`src/rtl/fix_pkg.sv`:
```
// ---------------------------------------------------------------------------
// fix_pkg
// Shared definitions for the FIX message framer: the framer FSM state
// encoding, the ASCII byte constants the framer recognises, the error-code
// encoding reported on err_code_o, and a digit-classification helper.
//
// Optional feature macro (consumed by fix_framer): FIX_FRAMER_TIMEOUT_EN.
// ---------------------------------------------------------------------------
package fix_pkg;

  typedef enum logic [3:0] {
    IDLE     = 4'd0,
    HDR      = 4'd1,
    BODY     = 4'd2,
    SOH_SEEN = 4'd3,
    TAG1     = 4'd4,
    TAG0     = 4'd5,
    DIG0     = 4'd6,
    DIG1     = 4'd7,
    DIG2     = 4'd8,
    TERM     = 4'd9
  } fix_state_e;

  typedef enum logic [1:0] {
    ERR_CHK = 2'd0,
    ERR_FMT = 2'd1,
    ERR_LEN = 2'd2,
    ERR_TMO = 2'd3
  } fix_err_e;

  localparam logic [7:0] ASC_SOH = 8'h01;
  localparam logic [7:0] ASC_8   = 8'h38;
  localparam logic [7:0] ASC_EQ  = 8'h3D;
  localparam logic [7:0] ASC_0   = 8'h30;
  localparam logic [7:0] ASC_1   = 8'h31;

  // '8' + '=' : the header bytes are folded into the sum when BODY is entered.
  localparam logic [7:0] HDR_SEED = 8'h75;
  // '1' + '0' + '=' : the trailer tag bytes, removed again once recognised.
  localparam logic [7:0] TAG_SUM  = 8'h9E;

  function automatic logic is_digit(input logic [7:0] b);
    return (b >= ASC_0) && (b <= (ASC_0 + 8'd9));
  endfunction

endpackage

```
`src/rtl/fix_ascii_dec.sv`:
```
// ---------------------------------------------------------------------------
// fix_ascii_dec
// Accumulates the three ASCII digits of the checksum trailer into a decimal
// value (0..999) and flags bytes that are not ASCII digits.
//
// Ports:
//   clk      in   1   clock, posedge
//   rst      in   1   synchronous active-high reset
//   clr      in   1   clear the accumulator (start of a new trailer)
//   en       in   1   accept data_i as the next digit
//   data_i   in   8   candidate digit byte
//   value_o  out  10  accumulated decimal value
//   bad_o    out  1   data_i is not an ASCII digit (combinational)
// ---------------------------------------------------------------------------
module fix_ascii_dec
  import fix_pkg::*;
(
  input  logic       clk,
  input  logic       rst,
  input  logic       clr,
  input  logic       en,
  input  logic [7:0] data_i,
  output logic [9:0] value_o,
  output logic       bad_o
);

  logic [9:0] acc;

  always_comb begin
    bad_o = !is_digit(data_i);
    // At most two digits are held when the third arrives, so 99*10+9 fits.
    acc   = (value_o * 10'd10) + {6'd0, data_i[3:0]};
  end

  always_ff @(posedge clk) begin
    if (rst) begin
      value_o <= '0;
    end else if (clr) begin
      value_o <= '0;
    end else if (en) begin
      value_o <= acc;
    end
  end

endmodule

```
`src/rtl/fix_framer.sv`:
```
// ---------------------------------------------------------------------------
// fix_framer
// Frames FIX messages from a byte stream: finds the "8=" header, runs the
// mod-256 checksum over the message, locates the "<SOH>10=ddd<SOH>" trailer,
// decodes the received checksum and reports completion or errors.
//
// Parameters:
//   MAX_LEN         max bytes per message, "8=" through trailer SOH
//   TIMEOUT_CYCLES  max consecutive idle cycles mid-message (timeout build)
//
// Ports:
//   clk         in   1   clock, posedge
//   rst         in   1   synchronous active-high reset
//   data_i      in   8   received byte
//   valid_i     in   1   data_i valid
//   data_o      out  8   registered data_i
//   valid_o     out  1   registered valid_i
//   start_o     out  1   with the '=' of the "8=" header on data_o
//   end_o       out  1   with the trailer-terminating SOH on data_o
//   rx_chk_o    out  10  decoded trailer value, held until next start_o
//   calc_chk_o  out  8   computed checksum, held until next start_o
//   done_o      out  1   message complete (cycle after end_o)
//   chk_ok_o    out  1   with done_o: received checksum matches
//   err_o       out  1   abort or checksum mismatch
//   err_code_o  out  2   0 mismatch, 1 format, 2 length, 3 timeout
//
// Build option: define FIX_FRAMER_TIMEOUT_EN to enable the stall timeout.
//
// state    | meaning
// ---------+-----------------------------------------------------------
// IDLE     | hunting for '8'
// HDR      | '8' seen, expecting '='
// BODY     | inside message body, summing
// SOH_SEEN | SOH seen, possible start of "10="
// TAG1     | "<SOH>1" seen
// TAG0     | "<SOH>10" seen
// DIG0     | expecting hundreds digit
// DIG1     | expecting tens digit
// DIG2     | expecting units digit
// TERM     | expecting terminating SOH
// ---------------------------------------------------------------------------
module fix_framer
  import fix_pkg::*;
#(
  parameter int unsigned MAX_LEN        = 2048,
  parameter int unsigned TIMEOUT_CYCLES = 4096
) (
  input  logic       clk,
  input  logic       rst,
  input  logic [7:0] data_i,
  input  logic       valid_i,
  output logic [7:0] data_o,
  output logic       valid_o,
  output logic       start_o,
  output logic       end_o,
  output logic [9:0] rx_chk_o,
  output logic [7:0] calc_chk_o,
  output logic       done_o,
  output logic       chk_ok_o,
  output logic       err_o,
  output logic [1:0] err_code_o
);

  localparam int unsigned     LEN_W   = $clog2(MAX_LEN + 2);
  localparam logic [LEN_W-1:0] LEN_MAX = LEN_W'(MAX_LEN);

  // The shortest legal message "8=<SOH>10=ddd<SOH>" is 10 bytes.
  if (MAX_LEN < 10 || TIMEOUT_CYCLES < 1) begin : g_param_check
    $error("fix_framer: MAX_LEN must be >= 10 and TIMEOUT_CYCLES >= 1");
  end

  fix_state_e       state, state_nxt;
  logic [7:0]       sum, sum_nxt, sum_add;
  logic [LEN_W-1:0] len_cnt, len_nxt, len_inc;
  logic             start_nxt, end_nxt;
  logic             calc_load, rx_load;
  logic             dec_clr, dec_en, dec_bad;
  logic [9:0]       dec_value;
  logic             abort;
  fix_err_e         abort_code;
  logic             tmo_expire;
  logic             chk_match;

  fix_ascii_dec u_dec (
    .clk     (clk),
    .rst     (rst),
    .clr     (dec_clr),
    .en      (dec_en),
    .data_i  (data_i),
    .value_o (dec_value),
    .bad_o   (dec_bad)
  );

`ifdef FIX_FRAMER_TIMEOUT_EN
  localparam int unsigned TMO_W = $clog2(TIMEOUT_CYCLES + 1);

  // Down-counter of idle cycles still tolerated; expiry on the last one.
  logic [TMO_W-1:0] tmo_cnt;

  assign tmo_expire = !valid_i && (state != IDLE) && (tmo_cnt == TMO_W'(1));

  always_ff @(posedge clk) begin
    if (rst) begin
      tmo_cnt <= '0;
    end else if (valid_i || (state == IDLE) || tmo_expire) begin
      tmo_cnt <= TMO_W'(TIMEOUT_CYCLES);
    end else if (tmo_cnt != '0) begin
      tmo_cnt <= tmo_cnt - TMO_W'(1);
    end
  end
`else
  assign tmo_expire = 1'b0;
`endif

  // Values above 255 can never match an 8-bit sum.
  assign chk_match = (rx_chk_o[9:8] == 2'b00) && (rx_chk_o[7:0] == calc_chk_o);

  always_comb begin
    state_nxt  = state;
    sum_nxt    = sum;
    len_nxt    = len_cnt;
    start_nxt  = 1'b0;
    end_nxt    = 1'b0;
    calc_load  = 1'b0;
    rx_load    = 1'b0;
    dec_clr    = 1'b0;
    dec_en     = 1'b0;
    abort      = 1'b0;
    abort_code = ERR_FMT;
    len_inc    = len_cnt + LEN_W'(1);
    sum_add    = sum + data_i;

    if (valid_i) begin
      unique case (state)
        IDLE: begin
          if (data_i == ASC_8) state_nxt = HDR;
        end
        HDR: begin
          if (data_i == ASC_EQ) begin
            state_nxt = BODY;
            sum_nxt   = HDR_SEED;
            len_nxt   = LEN_W'(2);
            start_nxt = 1'b1;
          end else if (data_i != ASC_8) begin
            state_nxt = IDLE;
          end
        end
        default: begin
          // Every byte after the header counts toward the length,
          // trailer included.
          if (len_inc > LEN_MAX) begin
            abort      = 1'b1;
            abort_code = ERR_LEN;
          end else begin
            len_nxt = len_inc;
            case (state)
              BODY, SOH_SEEN, TAG1, TAG0: begin
                sum_nxt = sum_add;
                if (data_i == ASC_SOH) begin
                  state_nxt = SOH_SEEN;
                end else if (state == SOH_SEEN && data_i == ASC_1) begin
                  state_nxt = TAG1;
                end else if (state == TAG1 && data_i == ASC_0) begin
                  state_nxt = TAG0;
                end else if (state == TAG0 && data_i == ASC_EQ) begin
                  // "10=" was summed on the way in; take it back out.
                  state_nxt = DIG0;
                  sum_nxt   = sum_add - TAG_SUM;
                  calc_load = 1'b1;
                  dec_clr   = 1'b1;
                end else begin
                  state_nxt = BODY;
                end
              end
              DIG0, DIG1, DIG2: begin
                if (dec_bad) begin
                  abort = 1'b1;
                end else begin
                  dec_en    = 1'b1;
                  state_nxt = (state == DIG0) ? DIG1 :
                              (state == DIG1) ? DIG2 : TERM;
                end
              end
              TERM: begin
                if (data_i == ASC_SOH) begin
                  end_nxt   = 1'b1;
                  rx_load   = 1'b1;
                  state_nxt = IDLE;
                end else begin
                  abort = 1'b1;
                end
              end
              default: state_nxt = IDLE;
            endcase
          end
        end
      endcase
    end else if (tmo_expire) begin
      abort      = 1'b1;
      abort_code = ERR_TMO;
    end

    if (abort) state_nxt = IDLE;
  end

  always_ff @(posedge clk) begin
    if (rst) begin
      state      <= IDLE;
      sum        <= '0;
      len_cnt    <= '0;
      data_o     <= '0;
      valid_o    <= 1'b0;
      start_o    <= 1'b0;
      end_o      <= 1'b0;
      rx_chk_o   <= '0;
      calc_chk_o <= '0;
      done_o     <= 1'b0;
      chk_ok_o   <= 1'b0;
      err_o      <= 1'b0;
      err_code_o <= '0;
    end else begin
      state   <= state_nxt;
      sum     <= sum_nxt;
      len_cnt <= len_nxt;
      data_o  <= data_i;
      valid_o <= valid_i;
      start_o <= start_nxt;
      end_o   <= end_nxt;

      if (start_nxt) begin
        rx_chk_o   <= '0;
        calc_chk_o <= '0;
      end
      if (calc_load) calc_chk_o <= sum_nxt;
      if (rx_load)   rx_chk_o   <= dec_value;

      // Completion is judged the cycle after end_o, once rx_chk_o is loaded.
      // The byte after a terminating SOH is seen in IDLE and cannot abort,
      // so a mismatch report never collides with an abort.
      done_o     <= end_o;
      chk_ok_o   <= end_o && chk_match;
      err_o      <= abort || (end_o && !chk_match);
      err_code_o <= abort ? abort_code : ERR_CHK;
    end
  end

endmodule

```
`config.mk`:
```
export PLATFORM = sky130hd
export DESIGN_NAME = fix_framer
export DESIGN_NICKNAME = d
export VERILOG_FILES = /design/src/rtl/fix_pkg.sv /design/src/rtl/fix_ascii_dec.sv /design/src/rtl/fix_framer.sv
export SDC_FILE = /design/constraint.sdc
export NUM_CORES = 1
export LEC_CHECK = 0
export CELL_PAD_IN_SITES_DETAIL_PLACEMENT = 1
export CELL_PAD_IN_SITES_GLOBAL_PLACEMENT = 1
export CORE_MARGIN = 2
export CORE_UTILIZATION = 40
export CTS_BUF_LIST = sky130_fd_sc_hd__clkbuf_4 sky130_fd_sc_hd__clkbuf_8
export DETAILED_ROUTE_END_ITERATION = 10
export PLACE_DENSITY_LB_ADDON = 0.1
export SYNTH_ARGS = -nofsm -noshare
export SYNTH_HDL_FRONTEND = slang
export SYNTH_HIERARCHICAL = 1
export SYNTH_SLANG_ARGS = --single-unit
export TNS_END_PERCENT = 10
```
`constraint.sdc`:
```
create_clock -name clk -period 2.95 [get_ports clk]
set_clock_uncertainty 0.05 [all_clocks]
set_input_delay 0.295 -clock clk [delete_from_list [all_inputs] [get_ports clk]]
set_output_delay 0.295 -clock clk [all_outputs]
set_load 0.02 [all_outputs]
```
==> report_table.html <==
<table>
<tr><th>Metric</th><th>Value</th></tr>
<tr><th colspan="2">Hold path</th></tr>
<tr><td>Worst hold stages</td><td>2</td></tr>
<tr><td>Hold Path Class</td><td>flop to flop</td></tr>
<tr><th colspan="2">Routing</th></tr>
<tr><td>Vias per Instance</td><td>5.643</td></tr>
<tr><td>Remaining routing DRC violations</td><td>0</td></tr>
<tr><td>Drt wl/cell</td><td>between 15 and 20 um</td></tr>
<tr><td>Detailed-router iteration count before antenna repair</td><td>4</td></tr>
<tr><td>1st-iter DRT viols</td><td>about 110</td></tr>
<tr><td>Via count of the routed design</td><td>3634</td></tr>
<tr><td>Count of nets left with antenna violations after detail routing</td><td>0</td></tr>
<tr><td>Aggregate routed wire length</td><td>approximately 12 mm</td></tr>
<tr><th colspan="2">Critical path</th></tr>
<tr><td>Critical Path RT</td><td>roughly 3.1 ns</td></tr>
<tr><td>Critical Path Fanout Max</td><td>3</td></tr>
<tr><td>Setup Crit Path Kind</td><td>input port to flop</td></tr>
<tr><td>Crit end category</td><td>flop</td></tr>
<tr><td>Endpoint arrival time on the critical path</td><td>between 3 and 4 ns</td></tr>
<tr><td>Reg2Reg Depth</td><td>9</td></tr>
<tr><td>Worst setup SP type</td><td>input port</td></tr>
<tr><td>Register-to-register path setup slack</td><td>between 0.1 and 0.15 ns</td></tr>
<tr><th colspan="2">Floorplan</th></tr>
<tr><td>Die Height</td><td>about 100 um</td></tr>
<tr><td>Area of the placeable core</td><td>between 9000 and 10000 um^2</td></tr>
<tr><td>Initial core utilization</td><td>0.4166</td></tr>
<tr><td>Standard-cell row count</td><td>35</td></tr>
<tr><td>Top-level I/O count</td><td>45</td></tr>
<tr><td>Die area</td><td>about 11000 um^2</td></tr>
<tr><td>Die Wd</td><td>102.6 um</td></tr>
<tr><th colspan="2">Timing</th></tr>
<tr><td>Fmax</td><td>between 300 and 400 MHz</td></tr>
<tr><td>Worst-case headroom to the max-slew limit</td><td>0.6703</td></tr>
<tr><td>RSZ-0062 raised after global routing</td><td>yes</td></tr>
<tr><td>Final setup fails</td><td>0</td></tr>
<tr><td>Worst Slack Setup Final</td><td>~0.074 ns</td></tr>
<tr><td>Final worst-path cycle share</td><td>0.9750</td></tr>
<tr><td>Fin Hold WS</td><td>0.4427 ns</td></tr>
<tr><td>Final count of hold timing violations</td><td>0</td></tr>
<tr><td>Post-layout minimum cycle time</td><td>2.876 ns</td></tr>
<tr><td>Total negative setup slack</td><td>0 ns</td></tr>
<tr><td>Transition time of the tightest slew-check pin</td><td>about 0.5 ns</td></tr>
<tr><td>Pins Over Slew Limit</td><td>0</td></tr>
<tr><th colspan="2">Power and ir drop</th></tr>
<tr><td>Maximum vdd drop</td><td>about 170 uV</td></tr>
<tr><td>Leakage power figure</td><td>roughly 2.0 nW</td></tr>
<tr><td>Total power draw</td><td>1.990 mW</td></tr>
<tr><td>Power per unit of standard cell area</td><td>about 400 nW/um^2</td></tr>
<tr><th colspan="2">Logic synthesis</th></tr>
<tr><td>Per-instance average area after synthesis</td><td>8.913 um^2</td></tr>
<tr><td>Count of synthesis-stage warnings from yosys</td><td>6</td></tr>
<tr><td>Fraction of the yosys area taken by sequential cells</td><td>0.3503</td></tr>
<tr><td>Number of flip-flops and latches in the synthesized netlist</td><td>a little under 70</td></tr>
<tr><td>Number of enable-type register cells in the synthesized netlist</td><td>0</td></tr>
<tr><td>Gate count after technology mapping</td><td>436</td></tr>
<tr><td>Most common flop cell mapped by yosys</td><td>dfxtp_1</td></tr>
<tr><td>Synth Cell Area</td><td>a little under 4000 um^2</td></tr>
<tr><td>Unique cell type count in the Yosys netlist</td><td>70</td></tr>
<tr><td>Post-synth net total</td><td>473</td></tr>
<tr><td>Proportion of synthesized flip-flops having asynchronous set or reset</td><td>0</td></tr>
<tr><th colspan="2">Layout</th></tr>
<tr><td>Net count reported at finish</td><td>548</td></tr>
<tr><td>P&amp;R area growth vs syn</td><td>26.46%</td></tr>
<tr><td>Final core utilization</td><td>0.5269</td></tr>
<tr><td>Number of filler instances in the final layout</td><td>between 1000 and 1500</td></tr>
<tr><td>Post-Layout Inst Area</td><td>between 4000 and 5000 um^2</td></tr>
<tr><td>Final cell count without fillers</td><td>644</td></tr>
<tr><td>Fraction of layout instances using a drive strength above 1</td><td>0.1437</td></tr>
<tr><td>Number of diodes</td><td>0</td></tr>
<tr><th colspan="2">Flow run</th></tr>
<tr><td>Total of max-cap violations</td><td>0</td></tr>
<tr><th colspan="2">Global routing</th></tr>
<tr><td>Initial antenna violation count</td><td>0</td></tr>
<tr><td>Wire length of the first global-routing pass</td><td>slightly below 20 mm</td></tr>
<tr><td>Vias in the first global route</td><td>about 3700</td></tr>
<tr><td>Global Route Usage Sum</td><td>0.2383</td></tr>
<tr><td>Maximum number of pins on one net before global-route repair</td><td>23</td></tr>
<tr><td>Remaining global-route overflow</td><td>0</td></tr>
<tr><th colspan="2">CTS</th></tr>
<tr><td>CTS root buffer</td><td>clkbuf_8</td></tr>
<tr><td>Deepest clock path buffer count</td><td>2</td></tr>
<tr><td>Clock-pin slew of the registers on the worst-case setup and hold paths</td><td>approximately 0.08 ns</td></tr>
<tr><td>Clock latency on the worst-skew pair</td><td>roughly 0.34 ns</td></tr>
<tr><td>Clock tree from TritonCTS</td><td>done</td></tr>
<tr><td>H-Tree Level Count</td><td>3</td></tr>
<tr><td>Total clock buffers created by CTS</td><td>9</td></tr>
<tr><td>Total number of clock tree sinks</td><td>a little under 70</td></tr>
<tr><th colspan="2">Run status</th></tr>
<tr><td>Outcome</td><td>finished clean</td></tr>
<tr><th colspan="2">Placed design</th></tr>
<tr><td>Placed Instances</td><td>about 630</td></tr>
<tr><td>Final GP Congestion</td><td>just over 0.8</td></tr>
<tr><td>Buffers added on ports</td><td>44</td></tr>
<tr><td>Placed standard-cell area</td><td>around 4700 um^2</td></tr>
<tr><td>Placement Setup Slack</td><td>-0.2716 ns</td></tr>
<tr><td>Post-detail-place hpwl</td><td>9.047 mm</td></tr>
</table>
## worst paths after layout
| path | endpoint | startpoint |
|---|---|---|
| worst max-delay path | calc_chk_o[7] | data_i[0] |
| worst min-delay path | len_cnt[11] | len_cnt[11] |
| worst max register to register | u_dec/value_o[0] | len_cnt[5] |
| worst min register to register | len_cnt[11] | len_cnt[11] |
## critical path, cell delays in order
cell and delay, ns:
clkdlybuf4s50_1 0.43, ha_1 0.24, fa_1 0.43, a211oi_1 0.25, o21ai_0 0.12, a21oi_1 0.18
xnor2_1 0.11, o31a_1 0.34, xnor2_2 0.17, a41o_1 0.29, a31o_1 0.22
## placed cells by master (no fill, tap or decap), types with 7 or more instances in the layout
master           instances
dfxtp_1                 68
nor2_1                  50
clkdlybuf4s50_1         44
buf_4                   35
a21oi_1                 24
nand2_1                 23
ha_1                    23
o21ai_0                 16
xnor2_1                 16
nand3_1                 15
xor2_1                  11
a21o_1                  11
inv_1                   10
nor3_1                  10
a22o_1                   9
clkbuf_8                 9
nor4_1                   8
nand2b_1                 8
a211oi_1                 8
nor2b_1                  8
a311oi_1                 7
and3_1                   7
## registers in the layout, summed over array words and instances (netlist names)
| signal | flops |
|---|---|
| rx_chk_o | 10 |
| end_o | 1 |
| data_o | 8 |
| state | 4 |
| calc_chk_o | 8 |
| done_o | 1 |
| err_o | 1 |
| u_dec/value_o | 10 |
| valid_o | 1 |
| err_code_o | 2 |
| len_cnt | 12 |
| chk_ok_o | 1 |
| start_o | 1 |
| sum | 8 |
## power by group
part / total (mW) / internal (mW) / switching (mW) / leakage (nW)
clock network: 0.756 / 0.393 / 0.363 / 0.0993
logic: 0.281 / 0.122 / 0.159 / 1.36
registers: 0.953 / 0.934 / 0.0192 / 0.550
## per-layer routing
metal / share of wire / vias to the layer above / GRT usage
li1: - / 1751 / -
met3: 0.028 / 15 / 0.02712
met5: 0 / - / 0
met2: 0.49 / 65 / 0.4143
met4: 0.014 / 0 / 0.06359
met1: 0.46 / 1803 / 0.3148
## cells in the mapped netlist (3+ instances only)
library cell  number  area [um^2]
a211oi_1           8        60.06
a211oi_2           4        50.05
a21o_1            11        82.58
a21oi_1           24        120.1
a22o_1             9        78.83
a311oi_1           7        61.31
a31oi_1            4        25.02
and2_1             6        37.54
and3_1             7        43.79
clkbuf_1          11        41.29
dfxtp_1           68         1361
fa_1               3        60.06
ha_1              23        287.8
inv_1             10        37.54
mux2i_1            6        60.06
nand2_1           24        90.09
nand2b_1           8        50.05
nand3_1           15        75.07
nand4_1            6        37.54
nor2_1            50        187.7
nor2b_1            8        50.05
nor3_1            11        55.05
nor3b_1            4        30.03
nor4_1             8        50.05
o21ai_0           16        80.08
o21bai_1           3        22.52
o31ai_1            3        22.52
or3_1              4        25.02
xnor2_1           17        148.9
xor2_1            11        96.34
## cell families (layout without fill, tap and decap cells)
family                     count (synthesis)  count (layout)  synth area share
AOI/OAI and AO/OA                        113             113            0.2119
xor gates and xnor gates                  30              30           0.07308
adders and majority gates                 26              26           0.08951
buffers and inverters                     27             106           0.02962
DFF                                       68              68            0.3503
muxes                                      6               6           0.01545
and+or+nand+nor                          166             166            0.2302
## cell type report
type                    count  area [um^2]  area share
clock inverters             5        53.80     0.01095
repair buffers             81        743.2      0.1512
well taps                 129        161.4     0.03284
clock buffers              10        131.4     0.02673
inverters                  10        37.54    0.007637
flip-flops and latches     68         1361      0.2770
multi-input cells         341         2426      0.4936
## what timing repair did
action / 4_1_cts / 5_1_grt
endpoints found under the setup margin: 0 / 14
resized for setup: 0 / 3
hold buffers: 0 / 0
buffers inserted: 0 / 0
Note: power is estimated with default switching activity, not from simulation.
